==> config.mk <==
export PLATFORM = sky130hd
export DESIGN_NAME = mem_port_arbiter_flat
export DESIGN_NICKNAME = d
export VERILOG_FILES = /design/src/rtl/mem_port_arbiter_if.sv /design/src/rtl/mem_port_arbiter.sv /design/src/flat_wrapper.sv
export SDC_FILE = /design/constraint.sdc
export NUM_CORES = 1
export LEC_CHECK = 0
export ABC_AREA = 1
export CAP_MARGIN = 20
export CORE_MARGIN = 2
export CORE_UTILIZATION = 35
export CTS_BUF_LIST = sky130_fd_sc_hd__clkbuf_2
export DETAILED_ROUTE_END_ITERATION = 8
export GPL_ROUTABILITY_DRIVEN = 0
export HOLD_SLACK_MARGIN = 0.03
export PLACE_DENSITY = 0.78
export SYNTH_ARGS = -nofsm -noshare
export SYNTH_HDL_FRONTEND = slang
export SYNTH_SLANG_ARGS = --single-unit
==> constraint.sdc <==
create_clock -name clk -period 1.6 [get_ports clk]
set_clock_uncertainty 0.15 [all_clocks]
set_input_delay 0.32 -clock clk [delete_from_list [all_inputs] [get_ports clk]]
set_output_delay 0.32 -clock clk [all_outputs]
set_load 0.01 [all_outputs]
==> src/rtl/mem_port_arbiter_if.sv <==
// Bundle of requester (IF, D, optional loader) and RAM-side signals for mem_port_arbiter.
// The loader signals exist only when MEM_ARB_LOADER_EN is defined.
interface mem_port_arbiter_if #(
  parameter int ADDR_W = 32,
  parameter int DATA_W = 32
);
  logic              if_req;
  logic [ADDR_W-1:0] if_addr;
  logic              if_gnt;
  logic              if_rvalid;
  logic [DATA_W-1:0] if_rdata;

  logic              d_req;
  logic              d_we;
  logic [ADDR_W-1:0] d_addr;
  logic [DATA_W-1:0] d_wdata;
  logic [3:0]        d_be;
  logic              d_gnt;
  logic              d_rvalid;
  logic [DATA_W-1:0] d_rdata;

`ifdef MEM_ARB_LOADER_EN
  logic              ld_req;
  logic              ld_we;
  logic [ADDR_W-1:0] ld_addr;
  logic [DATA_W-1:0] ld_wdata;
  logic [3:0]        ld_be;
  logic              ld_gnt;
  logic              ld_rvalid;
  logic [DATA_W-1:0] ld_rdata;
`endif

  logic              ram_en;
  logic              ram_we;
  logic [3:0]        ram_be;
  logic [ADDR_W-1:0] ram_addr;
  logic [DATA_W-1:0] ram_wdata;
  logic [DATA_W-1:0] ram_rdata;

  // slave: the arbiter's view; master: requesters plus the RAM instance
  modport slave (
    input  if_req, if_addr,
    input  d_req, d_we, d_addr, d_wdata, d_be,
    input  ram_rdata,
`ifdef MEM_ARB_LOADER_EN
    input  ld_req, ld_we, ld_addr, ld_wdata, ld_be,
    output ld_gnt, ld_rvalid, ld_rdata,
`endif
    output if_gnt, if_rvalid, if_rdata,
    output d_gnt, d_rvalid, d_rdata,
    output ram_en, ram_we, ram_be, ram_addr, ram_wdata
  );

  modport master (
    output if_req, if_addr,
    output d_req, d_we, d_addr, d_wdata, d_be,
    output ram_rdata,
`ifdef MEM_ARB_LOADER_EN
    output ld_req, ld_we, ld_addr, ld_wdata, ld_be,
    input  ld_gnt, ld_rvalid, ld_rdata,
`endif
    input  if_gnt, if_rvalid, if_rdata,
    input  d_gnt, d_rvalid, d_rdata,
    input  ram_en, ram_we, ram_be, ram_addr, ram_wdata
  );
endinterface

==> src/rtl/mem_port_arbiter.sv <==
// Single-port RAM arbiter: one access at a time, D priority with IF starvation guard.
// reset_n is synchronous and active-HIGH. MEM_ARB_LOADER_EN adds a top-priority loader port.
module mem_port_arbiter #(
  parameter int ADDR_W     = 32,
  parameter int DATA_W     = 32,
  parameter int RAM_LAT    = 1,
  parameter int STARVE_MAX = 4
) (
  input  logic              clk,
  input  logic              reset_n,
  mem_port_arbiter_if.slave bus
);
  typedef enum logic [1:0] {ST_IDLE, ST_ISSUE, ST_WAIT} state_e;
  typedef enum logic [1:0] {OWN_IF, OWN_D, OWN_LD} owner_e;

  localparam logic [3:0] STARVE_LIM = 4'(STARVE_MAX);
  localparam logic [2:0] LAT_INIT   = 3'(RAM_LAT - 1);

  state_e            state_q, state_d;
  owner_e            owner_q, owner_d;
  logic [ADDR_W-1:0] addr_q, addr_d;
  logic [DATA_W-1:0] wdata_q, wdata_d;
  logic              we_q, we_d;
  logic [3:0]        be_q, be_d;
  logic [2:0]        lat_q, lat_d;
  logic [3:0]        starve_q, starve_d;

  logic ld_pending;
  logic d_wins;
  logic issue_act;
  logic done_act;

`ifdef MEM_ARB_LOADER_EN
  assign ld_pending = bus.ld_req;
`else
  assign ld_pending = 1'b0;
`endif

  assign d_wins = bus.d_req && !(bus.if_req && (starve_q == STARVE_LIM));

  always_comb begin
    // NOTE: every signal written here gets a default first, so no path can infer a latch.
    state_d  = state_q;
    owner_d  = owner_q;
    addr_d   = addr_q;
    wdata_d  = wdata_q;
    we_d     = we_q;
    be_d     = be_q;
    lat_d    = lat_q;
    starve_d = starve_q;
    unique case (state_q)
      ST_IDLE: begin
        if (ld_pending) begin
          state_d = ST_ISSUE;
          owner_d = OWN_LD;
`ifdef MEM_ARB_LOADER_EN
          we_d    = bus.ld_we;
          be_d    = bus.ld_be;
          addr_d  = bus.ld_addr;
          wdata_d = bus.ld_wdata;
`endif
        end else if (d_wins) begin
          state_d = ST_ISSUE;
          owner_d = OWN_D;
          we_d    = bus.d_we;
          be_d    = bus.d_be;
          addr_d  = bus.d_addr;
          wdata_d = bus.d_wdata;
        end else if (bus.if_req) begin
          state_d = ST_ISSUE;
          owner_d = OWN_IF;
          we_d    = 1'b0;
          be_d    = 4'b1111;
          addr_d  = bus.if_addr;
          wdata_d = '0;
        end
      end
      ST_ISSUE: begin
        state_d = ST_WAIT;
        lat_d   = LAT_INIT;
        // Loader grants leave the starvation count alone.
        if (owner_q == OWN_IF) begin
          starve_d = '0;
        end else if (owner_q == OWN_D && bus.if_req && starve_q != STARVE_LIM) begin
          starve_d = starve_q + 4'd1;
        end
      end
      ST_WAIT: begin
        if (lat_q == 3'd0) state_d = ST_IDLE;
        else               lat_d   = lat_q - 3'd1;
      end
      default: state_d = ST_IDLE;
    endcase
  end

  always_ff @(posedge clk) begin
    // NOTE: sequential state uses non-blocking assignments so all registers update together.
    if (reset_n) begin
      state_q  <= ST_IDLE;
      owner_q  <= OWN_IF;
      addr_q   <= '0;
      wdata_q  <= '0;
      we_q     <= 1'b0;
      be_q     <= '0;
      lat_q    <= '0;
      starve_q <= '0;
    end else begin
      state_q  <= state_d;
      owner_q  <= owner_d;
      addr_q   <= addr_d;
      wdata_q  <= wdata_d;
      we_q     <= we_d;
      be_q     <= be_d;
      lat_q    <= lat_d;
      starve_q <= starve_d;
    end
  end

  // Outputs are held at zero while reset is asserted, whatever the state register holds.
  assign issue_act = !reset_n && (state_q == ST_ISSUE);
  assign done_act  = !reset_n && (state_q == ST_WAIT) && (lat_q == 3'd0);

  assign bus.ram_en    = issue_act;
  assign bus.ram_we    = issue_act && we_q;
  assign bus.ram_be    = issue_act ? be_q : 4'b0000;
  assign bus.ram_addr  = issue_act ? addr_q : '0;
  assign bus.ram_wdata = issue_act ? wdata_q : '0;

  assign bus.if_gnt    = issue_act && (owner_q == OWN_IF);
  assign bus.if_rvalid = done_act && (owner_q == OWN_IF);
  assign bus.if_rdata  = (done_act && owner_q == OWN_IF) ? bus.ram_rdata : '0;

  assign bus.d_gnt     = issue_act && (owner_q == OWN_D);
  assign bus.d_rvalid  = done_act && (owner_q == OWN_D);
  assign bus.d_rdata   = (done_act && owner_q == OWN_D && !we_q) ? bus.ram_rdata : '0;

`ifdef MEM_ARB_LOADER_EN
  assign bus.ld_gnt    = issue_act && (owner_q == OWN_LD);
  assign bus.ld_rvalid = done_act && (owner_q == OWN_LD);
  assign bus.ld_rdata  = (done_act && owner_q == OWN_LD && !we_q) ? bus.ram_rdata : '0;
`endif
endmodule
==> src/flat_wrapper.sv <==
// flat-port wrapper written by rule: the top's interface ports become plain ports
module mem_port_arbiter_flat 
#(
  parameter int ADDR_W     = 32,
  parameter int DATA_W     = 32,
  parameter int RAM_LAT    = 1,
  parameter int STARVE_MAX = 4
)
  (clk, reset_n, bus_if_req, bus_if_addr, bus_d_req, bus_d_we, bus_d_addr, bus_d_wdata, bus_d_be, bus_ram_rdata, bus_if_gnt, bus_if_rvalid, bus_if_rdata, bus_d_gnt, bus_d_rvalid, bus_d_rdata, bus_ram_en, bus_ram_we, bus_ram_be, bus_ram_addr, bus_ram_wdata);
  mem_port_arbiter_if #(.ADDR_W(ADDR_W), .DATA_W(DATA_W)) bus_i ();
  input  logic clk;
  input  logic reset_n;
  input wire logic [$bits(bus_i.if_req)-1:0] bus_if_req;
  input wire logic [$bits(bus_i.if_addr)-1:0] bus_if_addr;
  input wire logic [$bits(bus_i.d_req)-1:0] bus_d_req;
  input wire logic [$bits(bus_i.d_we)-1:0] bus_d_we;
  input wire logic [$bits(bus_i.d_addr)-1:0] bus_d_addr;
  input wire logic [$bits(bus_i.d_wdata)-1:0] bus_d_wdata;
  input wire logic [$bits(bus_i.d_be)-1:0] bus_d_be;
  input wire logic [$bits(bus_i.ram_rdata)-1:0] bus_ram_rdata;
  output wire logic [$bits(bus_i.if_gnt)-1:0] bus_if_gnt;
  output wire logic [$bits(bus_i.if_rvalid)-1:0] bus_if_rvalid;
  output wire logic [$bits(bus_i.if_rdata)-1:0] bus_if_rdata;
  output wire logic [$bits(bus_i.d_gnt)-1:0] bus_d_gnt;
  output wire logic [$bits(bus_i.d_rvalid)-1:0] bus_d_rvalid;
  output wire logic [$bits(bus_i.d_rdata)-1:0] bus_d_rdata;
  output wire logic [$bits(bus_i.ram_en)-1:0] bus_ram_en;
  output wire logic [$bits(bus_i.ram_we)-1:0] bus_ram_we;
  output wire logic [$bits(bus_i.ram_be)-1:0] bus_ram_be;
  output wire logic [$bits(bus_i.ram_addr)-1:0] bus_ram_addr;
  output wire logic [$bits(bus_i.ram_wdata)-1:0] bus_ram_wdata;
  assign bus_i.if_req = bus_if_req;
  assign bus_i.if_addr = bus_if_addr;
  assign bus_i.d_req = bus_d_req;
  assign bus_i.d_we = bus_d_we;
  assign bus_i.d_addr = bus_d_addr;
  assign bus_i.d_wdata = bus_d_wdata;
  assign bus_i.d_be = bus_d_be;
  assign bus_i.ram_rdata = bus_ram_rdata;
  assign bus_if_gnt = bus_i.if_gnt;
  assign bus_if_rvalid = bus_i.if_rvalid;
  assign bus_if_rdata = bus_i.if_rdata;
  assign bus_d_gnt = bus_i.d_gnt;
  assign bus_d_rvalid = bus_i.d_rvalid;
  assign bus_d_rdata = bus_i.d_rdata;
  assign bus_ram_en = bus_i.ram_en;
  assign bus_ram_we = bus_i.ram_we;
  assign bus_ram_be = bus_i.ram_be;
  assign bus_ram_addr = bus_i.ram_addr;
  assign bus_ram_wdata = bus_i.ram_wdata;
  mem_port_arbiter #(.ADDR_W(ADDR_W), .DATA_W(DATA_W), .RAM_LAT(RAM_LAT), .STARVE_MAX(STARVE_MAX)) u_core (.clk(clk), .reset_n(reset_n), .bus(bus_i));
endmodule
==> flow_metrics.tcl, run 1 <==
set metrics [dict create \
    critical_path_class "reg -> out" \
    die_y_um 119 \
    fillers 990 \
    cp-start-kind "register" \
    syn_area_um2 4660 \
    synth_adder_area_share_pct 1.07 \
    place_inst 1189 \
    drv_slew 0 \
    cts_root_buffer "clkbuf_2" \
    min-delay-start "bus_d_wdata[3]" \
    cp-startpoint "u_core.lat_q[1]$_SDFFE_PP0P_" \
    clockBufferDepth 2 \
    grt_pass1_wl_mm 28.2 \
    synth_compound_area_share_pct 13.6 \
    synth_xor_area_share_pct 0 \
    synth_simple_gate_area_share_pct 34.3 \
    track_usage_pct 24.8 \
    cp.required_ns 1.13 \
    timing.final.hold_violations 0 \
    syn-num-nets 895 \
    drcViolationCount 0 \
    critPathTopFamily "simple AND/OR/NAND/NOR gates" \
    critPathMostFrequentCell "ha_4" \
    finalSetupViolations 139 \
    synth-seq-cells 79 \
    whs_ns 0.141 \
    drv_cap 0 \
    seqCellArea_um2 1590 \
    critPathSlowestCell "dfxtp_2" \
    initial_core_util_pct 35.5 \
    synth_top_family_by_area "simple AND/OR/NAND/NOR gates" \
    max_freq_ghz 0.396 \
    yosys_warnings 0 \
    pin_count 275 \
    via_per_inst 4.91 \
    finalSetupTns_ns -112.86 \
    cts.clk_slew.worst_paths_ns 0.25 \
    relSlewSlack_pct 69.9 \
    cts-buffers-inserted 9 \
    cp-end-kind "output pin" \
    fin_ws_ns -0.926 \
    cts_sinks 79 \
    p_leak_nw 4.20 \
    synthTopCellsByArea "dfxtp_1 (34%), nor2_1 (17%), inv_1 (9.8%)" \
    ys_seq_area_share_pct 33.9 \
    chipWidth_um 119 \
    cts_tree "done" \
    htreeDepth 3 \
    outcome "finished, violations left" \
    hold_depth 3 \
    firstDrtPassIters 5 \
    grt_overflow_total 0 \
    fin_util_pct 74.3 \
    arrival_ns 2.06 \
    syn_inst 754 \
    num_rows 42 \
    synth_top_area_share_pct 33.9 \
    synth.distinct_cells 25 \
    port_buffers 274 \
    final_antenna_net_count 0 \
    synth.area.mux_share_pct 0 \
    synth_edf_count 0 \
    die_area_um2 14300 \
    ys.flop_type "dfxtp_1" \
    drive_gt1_share_pct 38.3 \
    fin_nets 1224 \
    irDropWorstVdd_mv 0.482 \
    crit_buf_inv 4 \
    fin_crit_ns 2.53 \
    area_delta_synth_final_pct 109 \
    synth_area_per_cell_um2 6.18 \
    min_to "u_core.wdata_q[3]$_SDFFE_PP0P_" \
    clock_latency_ns 0.54 \
    vias 6213 \
    post_layout_nonfiller_instances 1265 \
    r2r-start "u_core.state_q[0]$_SDFFE_PP0P_" \
    rrSetupSlack_ns -0.03 \
    reg2reg_depth 8 \
    fin_crit_sh_pct 158 \
    cp_slowest_stage_delay_ns 0.37 \
    hpwl_mm 12.1 \
    antenna_found_initial 1 \
    core_um2 13100 \
    crit_path_cell_trace "inv_2 > ha_4 > ha_4 > inv_4 > nor4_4 > nand2_2 > buf_12 > nor2_1 > buf_2" \
    worstPathMaxFanout 32 \
    crit_cells 9 \
    rsz0062_at_grt "true" \
    tightestPinTransition_ns 0.451 \
    hold_class "in -> reg" \
    violations "negative setup slack" \
    drtIter0Drc 343 \
    async_flop_share_pct 0 \
    grt_start_max_net_pins 54 \
    r2r-end "u_core.wdata_q[17]$_SDFFE_PP0P_" \
    grt_pass1_vias 5605 \
    wl_mm 20.8 \
    yosysTopAreaCell "dfxtp_1" \
    powerDensity_nw_per_um2 566 \
    multi_input_area_um2 3190 \
    wl_per_cell_um 16.4 \
]
[cell families after synthesis]
group                    Yosys count
AO/OA/AOI/OAI                    111
adder cells (fa/ha/maj)            4
buffers and inverters            181
flip-flops                        79
AND/OR/NAND/NOR                  379
[how the worst max path moves through the flow]
| stage | endpoint | slack (ns) |
|---|---|---|
| 2_1_floorplan | bus_d_rdata[12] | -0.28 |
| 3_3_place_gp | bus_d_rdata[13] | -0.68 |
| 3_5_place_dp | bus_if_rdata[13] | -0.74 |
| 4_1_cts | bus_d_rdata[27] | -1.05 |
| 5_1_grt | bus_if_rdata[15] | -1.04 |
| 6_report | bus_d_rdata[27] | -0.93 |
[layout make-up]
class                      count  share of cell area, %
antenna                        1                 0.0256
clock buffer                   9                  0.462
timing repair buffer         374                   42.4
sequential                    79                   16.3
multi-input combinational    494                   32.6
clock inverter                 7                  0.987
tap                          176                   2.26
inverter                     125                   4.91
[placed cells by master (no fill, tap or decap), types with 28 or more instances in the layout]
cell type,netlist,layout
inv_1,122,113
buf_6,11,112
nor2_1,213,103
nor2_4,1,92
nand2_1,87,83
o21ai_0,33,32
dfxtp_1,79,73
buf_4,5,29
buf_2,12,47
a21oi_1,42,36
nand3_1,38,28
clkdlybuf4s50_1,0,134
nand4_1,33,33
[metrics by stage]
step | total power [W] | area [um2] | setup slack [ns]
5_1_grt | 0.00578 | 9760 | -1.04
6_report | 0.00552 | 9760 | -0.926
3_5_place_dp | 0.00371 | 8160 | -0.739
4_1_cts | 0.00517 | 8620 | -1.05
3_3_place_gp | 0.00368 | 8160 | -0.685
2_1_floorplan | 0.00301 | 5070 | -0.283
[per-layer routing]
metal	vias up	wire (um)	GRT usage [%]
met1	2860	7730	28.1
met3	68	1590	6.23
met5	-	0	0
met2	292	10600	44.1
li1	2993	-	-
met4	0	928	10.5
[tightest hold or removal path, cell delays in order]
cell and delay, ns:
clkdlybuf4s50_1 0.39, nand4_1 0.08, a21oi_1 0.05
[power breakdown]
part / internal (W) / switching, W / total [W]
clock: 0.000518 / 0.000781 / 0.00130
combinational: 0.00103 / 0.000977 / 0.00201
sequential: 0.00214 / 0.0000828 / 0.00222
[registers in the layout, indices dropped and copies added (netlist names)]
name             flops
u_core.addr_q       32
u_core.wdata_q      32
u_core.be_q          4
u_core.starve_q      4
u_core.lat_q         3
u_core.state_q       2
u_core.owner_q       1
u_core.we_q          1
[cells in the mapped netlist (11+ instances only)]
| cell type | number |
|---|---|
| buf_6 | 11 |
| inv_1 | 122 |
| nand2_1 | 87 |
| a21boi_0 | 26 |
| clkbuf_1 | 22 |
| nor2_1 | 213 |
| dfxtp_1 | 79 |
| nand3_1 | 38 |
| o21ai_0 | 33 |
| buf_2 | 12 |
| nand4_1 | 33 |
| a21oi_1 | 42 |
[repair_timing]
| action | in CTS | in global routing |
|---|---|---|
| gates cloned | 10 | 17 |
| hold buffers | 1 | 0 |
| setup buffers | 21 | 21 |
| endpoints found under the hold margin | 5 | 0 |
| gates resized for setup | 645 | 206 |
| pin swaps | 6 | 39 |
| endpoints found under the setup margin | 144 | 212 |
No activity file was read; power rests on OpenSTA's default activity.
==> run 2, diff against run 1 <==
Settings changed: CORE_UTILIZATION 35 to 39, HOLD_SLACK_MARGIN 0.03 to 0.1, PLACE_DENSITY 0.78 to 0.83, SETUP_SLACK_MARGIN set to 0.05.
Clock period 1.6 ns to 2.8 ns, I/O delays scaled along.
==> run 2 against run 1 <==
Critical path type unchanged. Via count decreased by 11%. Largest cell class unchanged. The run now ends clean. First-iteration DRC count decreased by 27%. Worst hold slack improved by 0.13 ns. Sequential share of layout area increased by 5.1 points. Non-clock buffer count decreased by 78. Total power decreased by 54%. Critical path depth increased by 1. Sequential power decreased by 43%. Wire length decreased by 24%. Utilization decreased by 10 points.
==> flow_metrics.tcl, run 2 (synthesized netlist as in run 1, its figures left out) <==
set metrics [dict create \
    outcome "completed" \
    ctsHoldBuffers 0 \
    met1_length_mm 6.19 \
    cts_root_buffer "clkbuf_2" \
    arrival_ns 2.05 \
    wl_met2_mm 8.00 \
    cp-start-kind "register" \
    finalSetupViolations 0 \
    rrSetupSlack_ns 0.88 \
    critPathTopFamily "buffers and inverters" \
    irDropWorstVdd_mv 0.193 \
    grt_pass1_wl_mm 24.6 \
    pin_count 275 \
    grt_start_max_net_pins 53 \
    layout_common_cells "nor2_1 (184), clkdlybuf4s50_1 (135), inv_1 (119)" \
    vias 5522 \
    cts_sinks 79 \
    relSlewSlack_pct 53.8 \
    r2r-start "u_core.starve_q[0]$_SDFFE_PP0P_" \
    cp_slowest_stage_delay_ns 0.37 \
    clock_latency_ns 0.49 \
    max_freq_ghz 0.362 \
    core_um2 11600 \
    cts_tree "done" \
    via_per_inst 4.79 \
    routed.top_layer "met4" \
    final_antenna_net_count 0 \
    initial_core_util_pct 40.3 \
    die_y_um 113 \
    powerDensity_nw_per_um2 345 \
    wl_mm 15.8 \
    port_buffers 274 \
    htreeDepth 3 \
    min_to "u_core.wdata_q[21]$_SDFFE_PP0P_" \
    fin_crit_sh_pct 98.6 \
    grt_overflow_total 0 \
    rsz0062_at_grt "true" \
    cts-buffers-inserted 9 \
    crit_path_cell_trace "inv_2 > ha_4 > ha_4 > inv_4 > nor3_4 > nand2_4 > buf_12 > buf_16 > nor2_1 > buf_2" \
    area_delta_synth_final_pct 58.7 \
    largestRegisters "u_core.addr_q x32, u_core.wdata_q x32" \
    r2r-end "u_core.be_q[0]$_SDFFE_PP0P_" \
    critPathSlowestCell "dfxtp_2" \
    layout_commonest_cell "nor2_1" \
    reg2reg_depth 7 \
    track_usage_pct 23.8 \
    cp.required_ns 2.09 \
    clockBufferDepth 2 \
    p_leak_nw 3.48 \
    drv_cap 0 \
    die_area_um2 12800 \
    antenna_found_initial 1 \
    tightestPinTransition_ns 0.692 \
    critPathMostFrequentCell "ha_4" \
    hold_depth 3 \
    fin_nets 1146 \
    drv_slew 0 \
    crit_buf_inv 5 \
    drtIter0Drc 251 \
    drive_gt1_share_pct 17.4 \
    firstDrtPassIters 4 \
    whs_ns 0.271 \
    min-delay-start "bus_d_req" \
    grt_pass1_vias 5106 \
    wl_per_cell_um 13.7 \
    num_rows 39 \
    fin_crit_ns 2.76 \
    hpwl_mm 11.3 \
    worstPathMaxFanout 8 \
    chipWidth_um 113 \
    hold_class "in -> reg" \
    cts.clk_slew.worst_paths_ns 0.22 \
    wl_met3_mm 1.12 \
    power.total_w 0.00255 \
    fin_util_pct 64.0 \
    critical_path_class "reg -> out" \
    cp-end-kind "output pin" \
    drcViolationCount 0 \
    timing.final.hold_violations 0 \
]
-- run 2: timing repair --
action	in CTS	in global routing
gates resized for setup	382	90
pin swaps	12	6
setup buffers	4	1
setup endpoints to repair	137	136
cloned	3	0
-- run 2: routing by layer --
| metal | up-vias | track usage [%] |
|---|---|---|
| met5 | - | 0 |
| met4 | 0 | 9.92 |
| met3 | 33 | 5.25 |
| met2 | 194 | 43.6 |
| met1 | 2472 | 26.5 |
| li1 | 2823 | - |
-- run 2: cell type report --
type,count,area (um2)
sequential,79,1580
fill,1125,4170
timing repair buffer,296,2590
clock inverter,6,52.6
clock buffer,9,45.0
antenna,1,2.50
inverter,125,472
multi-input combinational,494,2470
tap,143,179
-- run 2: power by group --
group / internal (W) / leakage (nW) / switching, W
clock: 0.000192 / 0.0664 / 0.000379
sequential: 0.00122 / 0.651 / 0.0000427
combinational: 0.000348 / 2.76 / 0.000373
total: 0.00176 / 3.48 / 0.000794
-- run 2: per-stage QoR --
stage | setup TNS (ns) | std cells | instance area, um2 | setup WS [ns]
after floorplan | 0 | 754 | 4660 | 0.625
after global placement | 0 | 1131 | 7440 | 0.207
after detailed placement | 0 | 1131 | 7440 | 0.146
after CTS | -0.00315 | 1153 | 7450 | -0.00315
after global routing | -2.82 | 1153 | 7400 | -0.111
final | 0 | 1153 | 7400 | 0.0385
-- run 2: worst min-delay path, stage by stage --
cell and delay, ns:
buf_4 0.19, nand4_1 0.11, a21oi_1 0.05
-- run 2: how the worst max path moves through the flow --
| stage | startpoint | endpoint | slack (ns) | depth (start not counted) |
|---|---|---|---|---|
| after floorplan | u_core.lat_q[0]$_SDFFE_PP0P_ | bus_d_rdata[10] | 0.63 | 8 |
| after global placement | reset_n | bus_d_rdata[14] | 0.21 | 6 |
| after detailed placement | u_core.lat_q[0]$_SDFFE_PP0P_ | bus_d_rdata[30] | 0.15 | 9 |
| after global routing | u_core.lat_q[1]$_SDFFE_PP0P_ | bus_if_rdata[2] | -0.11 | 10 |
| final | u_core.lat_q[0]$_SDFFE_PP0P_ | bus_if_rdata[2] | 0.04 | 10 |
| after CTS | u_core.lat_q[0]$_SDFFE_PP0P_ | bus_d_rdata[30] | -0.003 | 9 |
==> run 3, diff against run 2 <==
Settings changed: CORE_UTILIZATION 39 to 35, PLACE_DENSITY 0.83 to 0.78.
Clock period 2.8 ns to 2.4 ns, I/O delays scaled along.
==> run 3 against run 2 <==
The flow now finishes with violations (negative setup slack). Utilization up 0.65 points. Combinational power up 48%. Total power up 31%. Setup slack worse by 0.36 ns. Highest routed layer unchanged.
==> flow_metrics.tcl, run 3 (synthesized netlist as in run 1, its figures left out) <==
set metrics [dict create \
    critical_path_class "reg -> out" \
    cp-end-kind "output pin" \
    num_rows 42 \
    pin_count 275 \
    tightestPinTransition_ns 0.740 \
    firstDrtPassIters 6 \
    cp_slowest_stage_delay_ns 0.37 \
    grt_overflow_total 0 \
    critPathMostFrequentCell "ha_4" \
    place_area_um2 7550 \
    drv_cap 0 \
    layout_commonest_cell "clkdlybuf4s50_1" \
    grt_pass1_wl_mm 28.0 \
    htreeDepth 3 \
    drive_gt1_share_pct 30.0 \
    clockBufferDepth 2 \
    grt_pass1_vias 5424 \
    rsz0062_at_grt "true" \
    finalSetupViolations 99 \
    powerDensity_nw_per_um2 394 \
    fin_ws_ns -0.323 \
    core_um2 13100 \
    max_freq_ghz 0.367 \
    die_area_um2 14300 \
    fillers 1142 \
    min-delay-start "bus_d_wdata[16]" \
    cts_root_buffer "clkbuf_2" \
    hold_depth 3 \
    cts-buffers-inserted 9 \
    cp.required_ns 1.77 \
    rrSetupSlack_ns 0.54 \
    hpwl_mm 11.7 \
    drcViolationCount 0 \
    chipWidth_um 119 \
    multi_input_area_um2 2870 \
    seqCellArea_um2 1590 \
    critPathTopFamily "buffers and inverters" \
    irDropWorstVdd_mv 0.231 \
    critPathSlowestCell "dfxtp_2" \
    largestRegisters "u_core.addr_q x32, u_core.wdata_q x32" \
    fin_crit_sh_pct 113 \
    final_antenna_net_count 0 \
    outcome "finished, violations left" \
    p_leak_nw 3.74 \
    initial_core_util_pct 35.5 \
    cts_sinks 79 \
    crit_buf_inv 4 \
    hold_class "in -> reg" \
    relSlewSlack_pct 50.6 \
    cts_tree "done" \
    crit_path_cell_trace "inv_2 > ha_4 > ha_4 > inv_4 > nor3_2 > nand2_4 > clkbuf_16 > nor2_1 > buf_2" \
    final_cell_area_um2 8490 \
    wl_per_cell_um 15.8 \
    fin_crit_ns 2.72 \
    arrival_ns 2.09 \
    reg2reg_depth 7 \
    track_usage_pct 24.9 \
    clock_latency_ns 0.54 \
    drv_slew 0 \
    worstPathMaxFanout 8 \
    r2r-start "u_core.starve_q[0]$_SDFFE_PP0P_" \
    place_ws_ns -0.158 \
    cts.clk_slew.worst_paths_ns 0.28 \
    cp-start-kind "register" \
    port_buffers 274 \
    antenna_found_initial 3 \
    violations "negative setup slack" \
    drtIter0Drc 345 \
    grt_start_max_net_pins 62 \
    min_to "u_core.wdata_q[16]$_SDFFE_PP0P_" \
    timing.final.hold_violations 0 \
    layout_common_cells "clkdlybuf4s50_1 (134), nor2_1 (132), inv_1 (117)" \
    wl_mm 19.3 \
    vias 5803 \
    r2r-end "u_core.be_q[0]$_SDFFE_PP0P_" \
    via_per_inst 4.75 \
    area_delta_synth_final_pct 82.1 \
    die_y_um 119 \
    ctsHoldBuffers 0 \
    fin_nets 1178 \
]
-- run 3: changes by cell type in the layout (fill, tap and decap cells not counted), moves of 4 or more --
cell | previous run | this run
buf_4 | 13 | 22
nor2_4 | 14 | 69
buf_6 | 14 | 78
clkbuf_2 | 35 | 9
clkbuf_16 | 0 | 4
dlygate4sd2_1 | 31 | 1
buf_12 | 5 | 15
buf_2 | 55 | 72
nor2_1 | 184 | 132
clkdlybuf4s15_1 | 15 | 0
-- run 3: per-layer routing --
| metal | vias up | global-route usage, % | share of wire [%] |
|---|---|---|---|
| li1 | 2904 | - | - |
| met1 | 2598 | 28.3 | 37 |
| met2 | 260 | 43.8 | 50 |
| met3 | 41 | 7.14 | 8.4 |
| met4 | 0 | 10.0 | 4.0 |
| met5 | - | 0 | 0 |
-- run 3: power breakdown --
part / leakage, nW / total, W / switching [W] / internal [W]
logic: 3.01 / 0.00107 / 0.000556 / 0.000514
registers: 0.652 / 0.00148 / 0.0000524 / 0.00142
clock network: 0.0730 / 0.000798 / 0.000536 / 0.000262
total: 3.74 / 0.00334 / 0.00114 / 0.00220
-- run 3: layout make-up --
type / instances / share of cell area [%]
clock buffers: 9 / 0.531
repair buffers: 328 / 37.7
flip-flops and latches: 79 / 18.7
multi-input cells: 494 / 33.8
diodes: 3 / 0.0884
well taps: 176 / 2.59
clock inverters: 7 / 1.00
inverters: 125 / 5.59
-- run 3: worst register-to-register path: stages (launching register included) --
cell	delay, ns
dfxtp_1	0.43
inv_1	0.07
ha_1	0.24
nand4_4	0.13
buf_12	0.22
nand3_1	0.27
o21ai_1	0.25
inv_1	0.08
-- run 3: how the worst max path moves through the flow --
| stage | cells past startpoint | to | slack [ns] | start |
|---|---|---|---|---|
| CTS | 9 | bus_if_rdata[24] | -0.36 | u_core.lat_q[0]$_SDFFE_PP0P_ |
| detailed placement | 9 | bus_if_rdata[24] | -0.16 | u_core.lat_q[0]$_SDFFE_PP0P_ |
| global route | 9 | bus_if_rdata[26] | -0.44 | u_core.lat_q[0]$_SDFFE_PP0P_ |
| global placement | 9 | bus_if_rdata[24] | -0.16 | u_core.lat_q[0]$_SDFFE_PP0P_ |
| floorplan | 8 | bus_d_rdata[10] | 0.31 | u_core.lat_q[0]$_SDFFE_PP0P_ |
| finish | 9 | bus_if_rdata[26] | -0.32 | u_core.lat_q[0]$_SDFFE_PP0P_ |
-- run 3: through the flow --
step                      hold WS [ns]  cells  power, W  TNS (ns)  utilization [%]
after detailed placement         0.306   1172   0.00236     -6.24             57.5
after global placement           0.299   1172   0.00235     -3.56             57.5
after global routing             0.277   1221   0.00353    -29.11             64.6
after CTS                        0.260   1212   0.00326    -26.19             58.6
final                            0.294   1221   0.00334    -16.90             64.6
after floorplan                  0.272    754   0.00195         0                -
-- run 3: timing repair --
item / 4_1_cts / 5_1_grt
gates cloned: 6 / 5
pin swaps: 8 / 14
resized for setup: 640 / 186
endpoints found under the setup margin: 138 / 137
buffers inserted: 19 / 7
